[config.mk]
export PLATFORM = sky130hd
export DESIGN_NAME = decoder_pipe
export DESIGN_NICKNAME = d
export VERILOG_FILES = /design/src/rtl/decoder_pkg.sv /design/src/rtl/decoder_pipe_skid_buf.sv /design/src/rtl/decoder_pipe.sv
export SDC_FILE = /design/constraint.sdc
export NUM_CORES = 1
export LEC_CHECK = 0
export CAP_MARGIN = 0
export CORE_MARGIN = 3
export CORE_UTILIZATION = 59
export CTS_BUF_LIST = sky130_fd_sc_hd__clkbuf_4 sky130_fd_sc_hd__clkbuf_8 sky130_fd_sc_hd__clkbuf_16
export DETAILED_ROUTE_END_ITERATION = 8
export PLACE_DENSITY = 0.84
export SLEW_MARGIN = 20
export SYNTH_ARGS = -nofsm -noshare
export SYNTH_HDL_FRONTEND = slang
export SYNTH_SLANG_ARGS = --single-unit
[constraint.sdc]
create_clock -name clk -period 2.2 [get_ports clk]
set_input_delay 0.44 -clock clk [delete_from_list [all_inputs] [get_ports clk]]
set_output_delay 0.44 -clock clk [all_outputs]
set_load 0.05 [all_outputs]
[src/rtl/decoder_pkg.sv]
// Shared mode encodings and decode helpers for decoder_pipe.
package decoder_pkg;

  localparam logic [1:0] MODE_ONEHOT = 2'd0;
  localparam logic [1:0] MODE_THERM  = 2'd1;
  localparam logic [1:0] MODE_ACCUM  = 2'd2;
  localparam logic [1:0] MODE_CLEAR  = 2'd3;

  // Widest decode the helpers support; callers cast the result down to OUT_W.
  localparam int MAX_W = 256;

  // Bit k set when k < w; an out-of-range k yields zero.
  function automatic logic [MAX_W-1:0] onehot(input logic [31:0] k, input int unsigned w);
    onehot = '0;
    for (int unsigned i = 0; i < MAX_W; i++) onehot[i] = (i == k) && (i < w);
  endfunction

  // Bits [k:0] set, clipped to w; an out-of-range k saturates to all w bits.
  function automatic logic [MAX_W-1:0] therm(input logic [31:0] k, input int unsigned w);
    therm = '0;
    for (int unsigned i = 0; i < MAX_W; i++) therm[i] = (i <= k) && (i < w);
  endfunction

endpackage

[src/rtl/decoder_pipe_skid_buf.sv]
// Two-entry valid/ready buffer: output register plus one skid entry.
// in_ready is registered, so there is no combinational path from out_ready.
module skid_buf #(
  parameter int W = 8
) (
  input  logic         clk,
  input  logic         rst_n,
  input  logic         in_valid,
  output logic         in_ready,
  input  logic [W-1:0] in_data,
  output logic         out_valid,
  input  logic         out_ready,
  output logic [W-1:0] out_data
);

  logic         skid_vld;
  logic [W-1:0] skid_dat;
  logic         in_fire;
  logic         out_free;
  logic         skid_vld_nxt;

  assign in_fire      = in_valid & in_ready;
  assign out_free     = ~out_valid | out_ready;
  assign skid_vld_nxt = out_free ? 1'b0 : (skid_vld | in_fire);

  // in_ready high implies the skid entry is empty, so a beat never arrives
  // while the skid entry is being drained into the output register.
  always_ff @(posedge clk) begin
    if (!rst_n) begin
      out_valid <= 1'b0;
      out_data  <= '0;
      skid_vld  <= 1'b0;
      skid_dat  <= '0;
      in_ready  <= 1'b0;
    end else begin
      if (out_free) begin
        if (skid_vld) begin
          out_valid <= 1'b1;
          out_data  <= skid_dat;
        end else begin
          out_valid <= in_fire;
          if (in_fire) out_data <= in_data;
        end
      end else if (in_fire) begin
        skid_dat <= in_data;
      end
      skid_vld <= skid_vld_nxt;
      in_ready <= ~skid_vld_nxt;
    end
  end

endmodule

[src/rtl/decoder_pipe.sv]
// Pipelined binary decoder: one-hot / thermometer / accumulate / clear per beat,
// with out-of-range flag and a backpressure-safe registered output.
module decoder_pipe
  import decoder_pkg::*;
#(
  parameter int IN_W  = 4,
  parameter int OUT_W = 16
) (
  input  logic             clk,
  input  logic             rst_n,
  input  logic             en,
  input  logic             in_valid,
  output logic             in_ready,
  input  logic [IN_W-1:0]  in_code,
  input  logic [1:0]       in_mode,
  output logic             out_valid,
  input  logic             out_ready,
  output logic [OUT_W-1:0] out_bin,
  output logic             out_err
);

  logic [31:0]      k;
  logic             oor;
  logic             in_fire;
  logic [OUT_W-1:0] oh, th;
  logic [OUT_W-1:0] acc, acc_nxt, word;
  logic             err;
  logic [OUT_W:0]   skid_out;

  assign k       = 32'(in_code);
  assign oor     = k >= 32'(OUT_W);
  assign oh      = OUT_W'(onehot(k, OUT_W));
  assign th      = OUT_W'(therm(k, OUT_W));
  assign in_fire = in_valid & in_ready;

  // oh is already zero when out of range, so ACCUM leaves acc untouched then.
  always_comb begin
    word    = '0;
    err     = 1'b0;
    acc_nxt = acc;
    if (en) begin
      case (in_mode)
        MODE_ONEHOT: begin word = oh;       err = oor; end
        MODE_THERM:  begin word = th;       err = oor; end
        MODE_ACCUM:  begin word = acc | oh; err = oor; acc_nxt = acc | oh; end
        MODE_CLEAR:  acc_nxt = '0;
        default:     ;
      endcase
    end
  end

  always_ff @(posedge clk) begin
    if (!rst_n) acc <= '0;
    else if (in_fire) acc <= acc_nxt;
  end

  skid_buf #(.W(OUT_W + 1)) u_skid (
    .clk       (clk),
    .rst_n     (rst_n),
    .in_valid  (in_valid),
    .in_ready  (in_ready),
    .in_data   ({err, word}),
    .out_valid (out_valid),
    .out_ready (out_ready),
    .out_data  (skid_out)
  );

  assign out_err = skid_out[OUT_W];
  assign out_bin = skid_out[OUT_W-1:0];

endmodule

==> run summary <==
In this run, synthesis produced a sequential element count of 51. STA classifies the critical path endpoint as an output port. The H-tree generated during clock tree synthesis spans 2 levels.

In this run, the number of DRC markers left after iteration 0 of detailed routing was 383. The tools report the critical path launch point type as a register. The logs give 0.003015 mm^2 for the post-layout instance area and 0.9554 for the final RePlAce weighted congestion. The placeable core area is 0.003826 mm^2.

Half-perimeter wire length after detailed placement: 5222 um. Counting flops with a built-in enable in the synthesized netlist gives 0. The number of warnings reported in the yosys synthesis log was 0; the peak fanout along the critical path was 5. TritonCTS created 5 clock buffers. In this run the power density over the cells is 647.3 mW/mm^2.

The number of pins with negative max-slew slack in the final report is 0, and the wire length of the first global-routing pass is 11660 um. In this run the most critical hold path is launched from u_skid.skid_dat[7]$_SDFFE_PN0P_. The tool flagged a number of max-cap violations equal to 0. 30 I/O pins were placed. The endpoint with the worst hold slack is u_skid.skid_dat[7]$_SDFFE_PN0P_.

In this design, the stage delay of the slowest critical-path cell is 0.84 ns. Setup repair after global routing left no endpoint under its margin. In this run the remaining antenna-violating nets after routing total 0. The setup check on the worst reg-to-reg path leaves a slack of 0.60 ns. The worst path uses 92.23% of the clock period. Wires add up to 7157 um. 0 antenna diodes ended up in the layout.

For the number of cells upsized or downsized after cts, the log shows 0. Clock tree synthesis found a total of 51 sinks. The capture point of the worst reg-to-reg path is u_skid.out_data[5]$_SDFFE_PN0P_.

In the final layout, the share of cells above drive strength 1 is 13.45%. The critical path is of the register to output port type. Port buffering added 28 buffers. The initial core utilization was 64.13%; the initial antenna violation count was 0. For the total standard cell area after synthesis, the log shows 0.002454 mm^2. The tools report the count of unresolved DRC violations after routing as 0. Number of iterations in the first detailed-routing pass: 7. From bottom edge to top edge, the die measures 70.49 um.

For the pin with the worst max-slew slack, the measured transition is 0.5035 ns. The via count of the first global-routing pass is 2371. CTS placed an instance of sky130_fd_sc_hd__clkbuf_8 at the clock tree root. For the count of buffers added by post-CTS timing repair for setup, the log shows 0.

The run finished with clean final reports. The startpoint identified for the worst register-to-register timing path is u_skid.skid_vld$_SDFF_PN0_. The number of cells on the worst hold path is 2, and the relative max-transition margin is 66.33%.

Between clock sinks in the finished design, the worst skew comes to 0.01155 ns. Entering global routing, the biggest net connects 18 pins. Dividing the detail-routed wire length by the instance count gives 18.35 um.

By area the synthesized netlist is led by sky130_fd_sc_hd__dfxtp_1 (42%), sky130_fd_sc_hd__nand2_1 (5.0%), sky130_fd_sc_hd__o21ai_0 (4.5%), sky130_fd_sc_hd__a21oi_1 (4.3%), sky130_fd_sc_hd__a22o_1 (4.3%). The most used flip-flop cell after synthesis is sky130_fd_sc_hd__dfxtp_1. Traced cell by cell, the critical path runs through clkdlybuf4s50_1. The slowest stage of the critical path is the sky130_fd_sc_hd__clkdlybuf4s50_1 cell.

For the timing-limited maximum frequency, the log shows 0.4928 GHz. Worst hold path class: register to register. The synthesized design devotes to its leading area cell type 41.61% of total area. The source-to-sink clock delay at the later pin of the worst-skew pair is 0.31 ns, and the count of final setup violators is 0. The post-route worst hold slack was 0.4780 ns; the post-synthesis average cell area was 8.179 um^2.

The cts-stage hold buffer count is 0, and the number of core rows is 22. For the endpoint required time on the critical path, the log shows 1.76 ns. STA puts the critical path data arrival time at 1.59 ns. sky130_fd_sc_hd__dfxtp_1 takes more of the synthesized area than any other cell. Among cell families on the critical path, the largest total delay comes from buffers and inverters.

The global routing usage summed across all routing layers was 29.28%; the net count reported at finish was 352. The worst-case IR drop observed on VDD is 0.4371 mV. Summing the sequential cell areas from Yosys gives 41.61% of the chip area. For the final count of hold timing violations, the log shows 0. The instance count of the mapped netlist was 300; the synthesis-to-finish area growth was 22.90%. The remaining global-route overflow is 0. The logs give 311 for the net count of the mapped netlist and 0.004968 mm^2 for the full die area. In this run the horizontal extent of the chip is 70.49 um. Summing over every cut layer, the via total after detailed routing is 2589. The clock slew seen by the registers of the worst setup and hold paths was 0.09 ns.

The via density per instance is 6.638, and the maximum number of buffers from clock root to sink is 2. Fill cells in the final layout number 295. Summing all placed instances gives a cell area of 0.002903 mm^2.

The number of buffer and inverter stages on the critical path was 1; the time the final worst path needs with I/O delays and setup was 2.029 ns. After synthesis, the share of flip-flops with an asynchronous set or reset is 0%. The run gives 1.122 nW as the standby leakage power. TritonCTS built the clock tree. The number of cells on the worst reg-to-reg path was 5. The netlist uses 47 different library cells.
==> cells in the final DEF, fill, tap and decap left out, drive strengths merged, types with 7 or more instances in the layout <==
master         count
o21ai             24
a21oi             21
nor3               8
a31oi             11
nor2              28
a22o              12
buf               30
nor2b              9
dfxtp             51
and2               7
a32oi              7
clkdlybuf4s50     28
nand2             33
==> kinds of logic after synthesis <==
| logic type | count (synthesis) | share of synthesized area, % |
|---|---|---|
| other | 1 | 0.1528 |
| flip-flops | 51 | 41.61 |
| AND/OR/NAND/NOR | 112 | 22.74 |
| AO/OA/AOI/OAI | 109 | 30.29 |
| buffers and inverters | 27 | 5.202 |
==> sequential cells by signal, summed over array words and instances (netlist names) <==
register and flops:
u_skid.skid_dat 16, u_skid.in_ready 1, acc 16, u_skid.skid_vld 1
u_skid.out_valid 1, u_skid.out_data 16
==> layout make-up <==
class | instances | area [um^2] | share of cell area, %
repair buffers | 58 | 505.5 | 16.76
flip-flops and latches | 51 | 1021 | 33.86
clock inverters | 3 | 43.79 | 1.452
well taps | 48 | 60.06 | 1.992
inverters | 3 | 11.26 | 0.3734
multi-input cells | 222 | 1305 | 43.28
clock buffers | 5 | 68.82 | 2.282
==> cell usage after synthesis (4+ instances only) <==
| library cell | n |
|---|---|
| sky130_fd_sc_hd__nor2_1 | 27 |
| sky130_fd_sc_hd__nand4_1 | 4 |
| sky130_fd_sc_hd__a32oi_1 | 7 |
| sky130_fd_sc_hd__nand2b_1 | 4 |
| sky130_fd_sc_hd__a31oi_1 | 11 |
| sky130_fd_sc_hd__nand3_1 | 6 |
| sky130_fd_sc_hd__o21ai_0 | 22 |
| sky130_fd_sc_hd__a22oi_1 | 5 |
| sky130_fd_sc_hd__nor3_1 | 8 |
| sky130_fd_sc_hd__dfxtp_1 | 51 |
| sky130_fd_sc_hd__a21oi_1 | 21 |
| sky130_fd_sc_hd__buf_2 | 12 |
| sky130_fd_sc_hd__o211ai_1 | 4 |
| sky130_fd_sc_hd__and2_1 | 7 |
| sky130_fd_sc_hd__a22o_1 | 12 |
| sky130_fd_sc_hd__nor2b_1 | 9 |
| sky130_fd_sc_hd__clkbuf_1 | 10 |
| sky130_fd_sc_hd__nand2_1 | 33 |
==> per-stage QoR <==
stage          util, %  instances  TNS (ns)  power [mW]  setup WS, ns
6_report         78.81        390         0       1.952        0.1709
5_1_grt          78.81        390         0       2.022       0.07847
4_1_cts          78.81        390         0       1.947        0.1719
3_5_place_dp     75.87        382   -0.1278       1.308      -0.04375
3_3_place_gp     75.87        382         0       1.303       0.06498
2_1_floorplan        -        300         0       1.182        0.4936
==> where the power goes <==
| group | internal (mW) | leakage [nW] | total, mW | switching [mW] |
|---|---|---|---|---|
| logic | 0.125 | 0.650 | 0.343 | 0.218 |
| clock network | 0.339 | 0.0581 | 0.654 | 0.315 |
| registers | 0.943 | 0.413 | 0.955 | 0.0124 |
==> layer usage <==
layer	track usage [%]	vias up	wire, um
met5	0	-	0
met4	14.04	0	261
met3	5.755	35	706
met2	43.66	173	3177
met1	40.25	1199	3011
li1	-	1182	-
==> worst reg2reg max path: cells and delay by family (launching register included) <==
kind,cells,cell delay (ns)
compound gates,3,0.44
flops,1,0.62
simple gates,1,0.22
buf+inv,1,0.24
==> worst max path at each step <==
stage,from,end,slack (ns),cells after the start
6_report,u_skid.in_ready$_SDFF_PN0_,in_ready,0.17,1
5_1_grt,in_mode[1],acc[15]$_SDFFE_PN0P_,0.08,6
4_1_cts,u_skid.in_ready$_SDFF_PN0_,in_ready,0.17,1
3_5_place_dp,in_mode[1],acc[11]$_SDFFE_PN0P_,-0.04,6
3_3_place_gp,in_code[2],u_skid.skid_dat[3]$_SDFFE_PN0P_,0.06,5
2_1_floorplan,u_skid.in_ready$_SDFF_PN0_,u_skid.skid_dat[10]$_SDFFE_PN0P_,0.49,4
No activity file was read; power rests on OpenSTA's default activity.
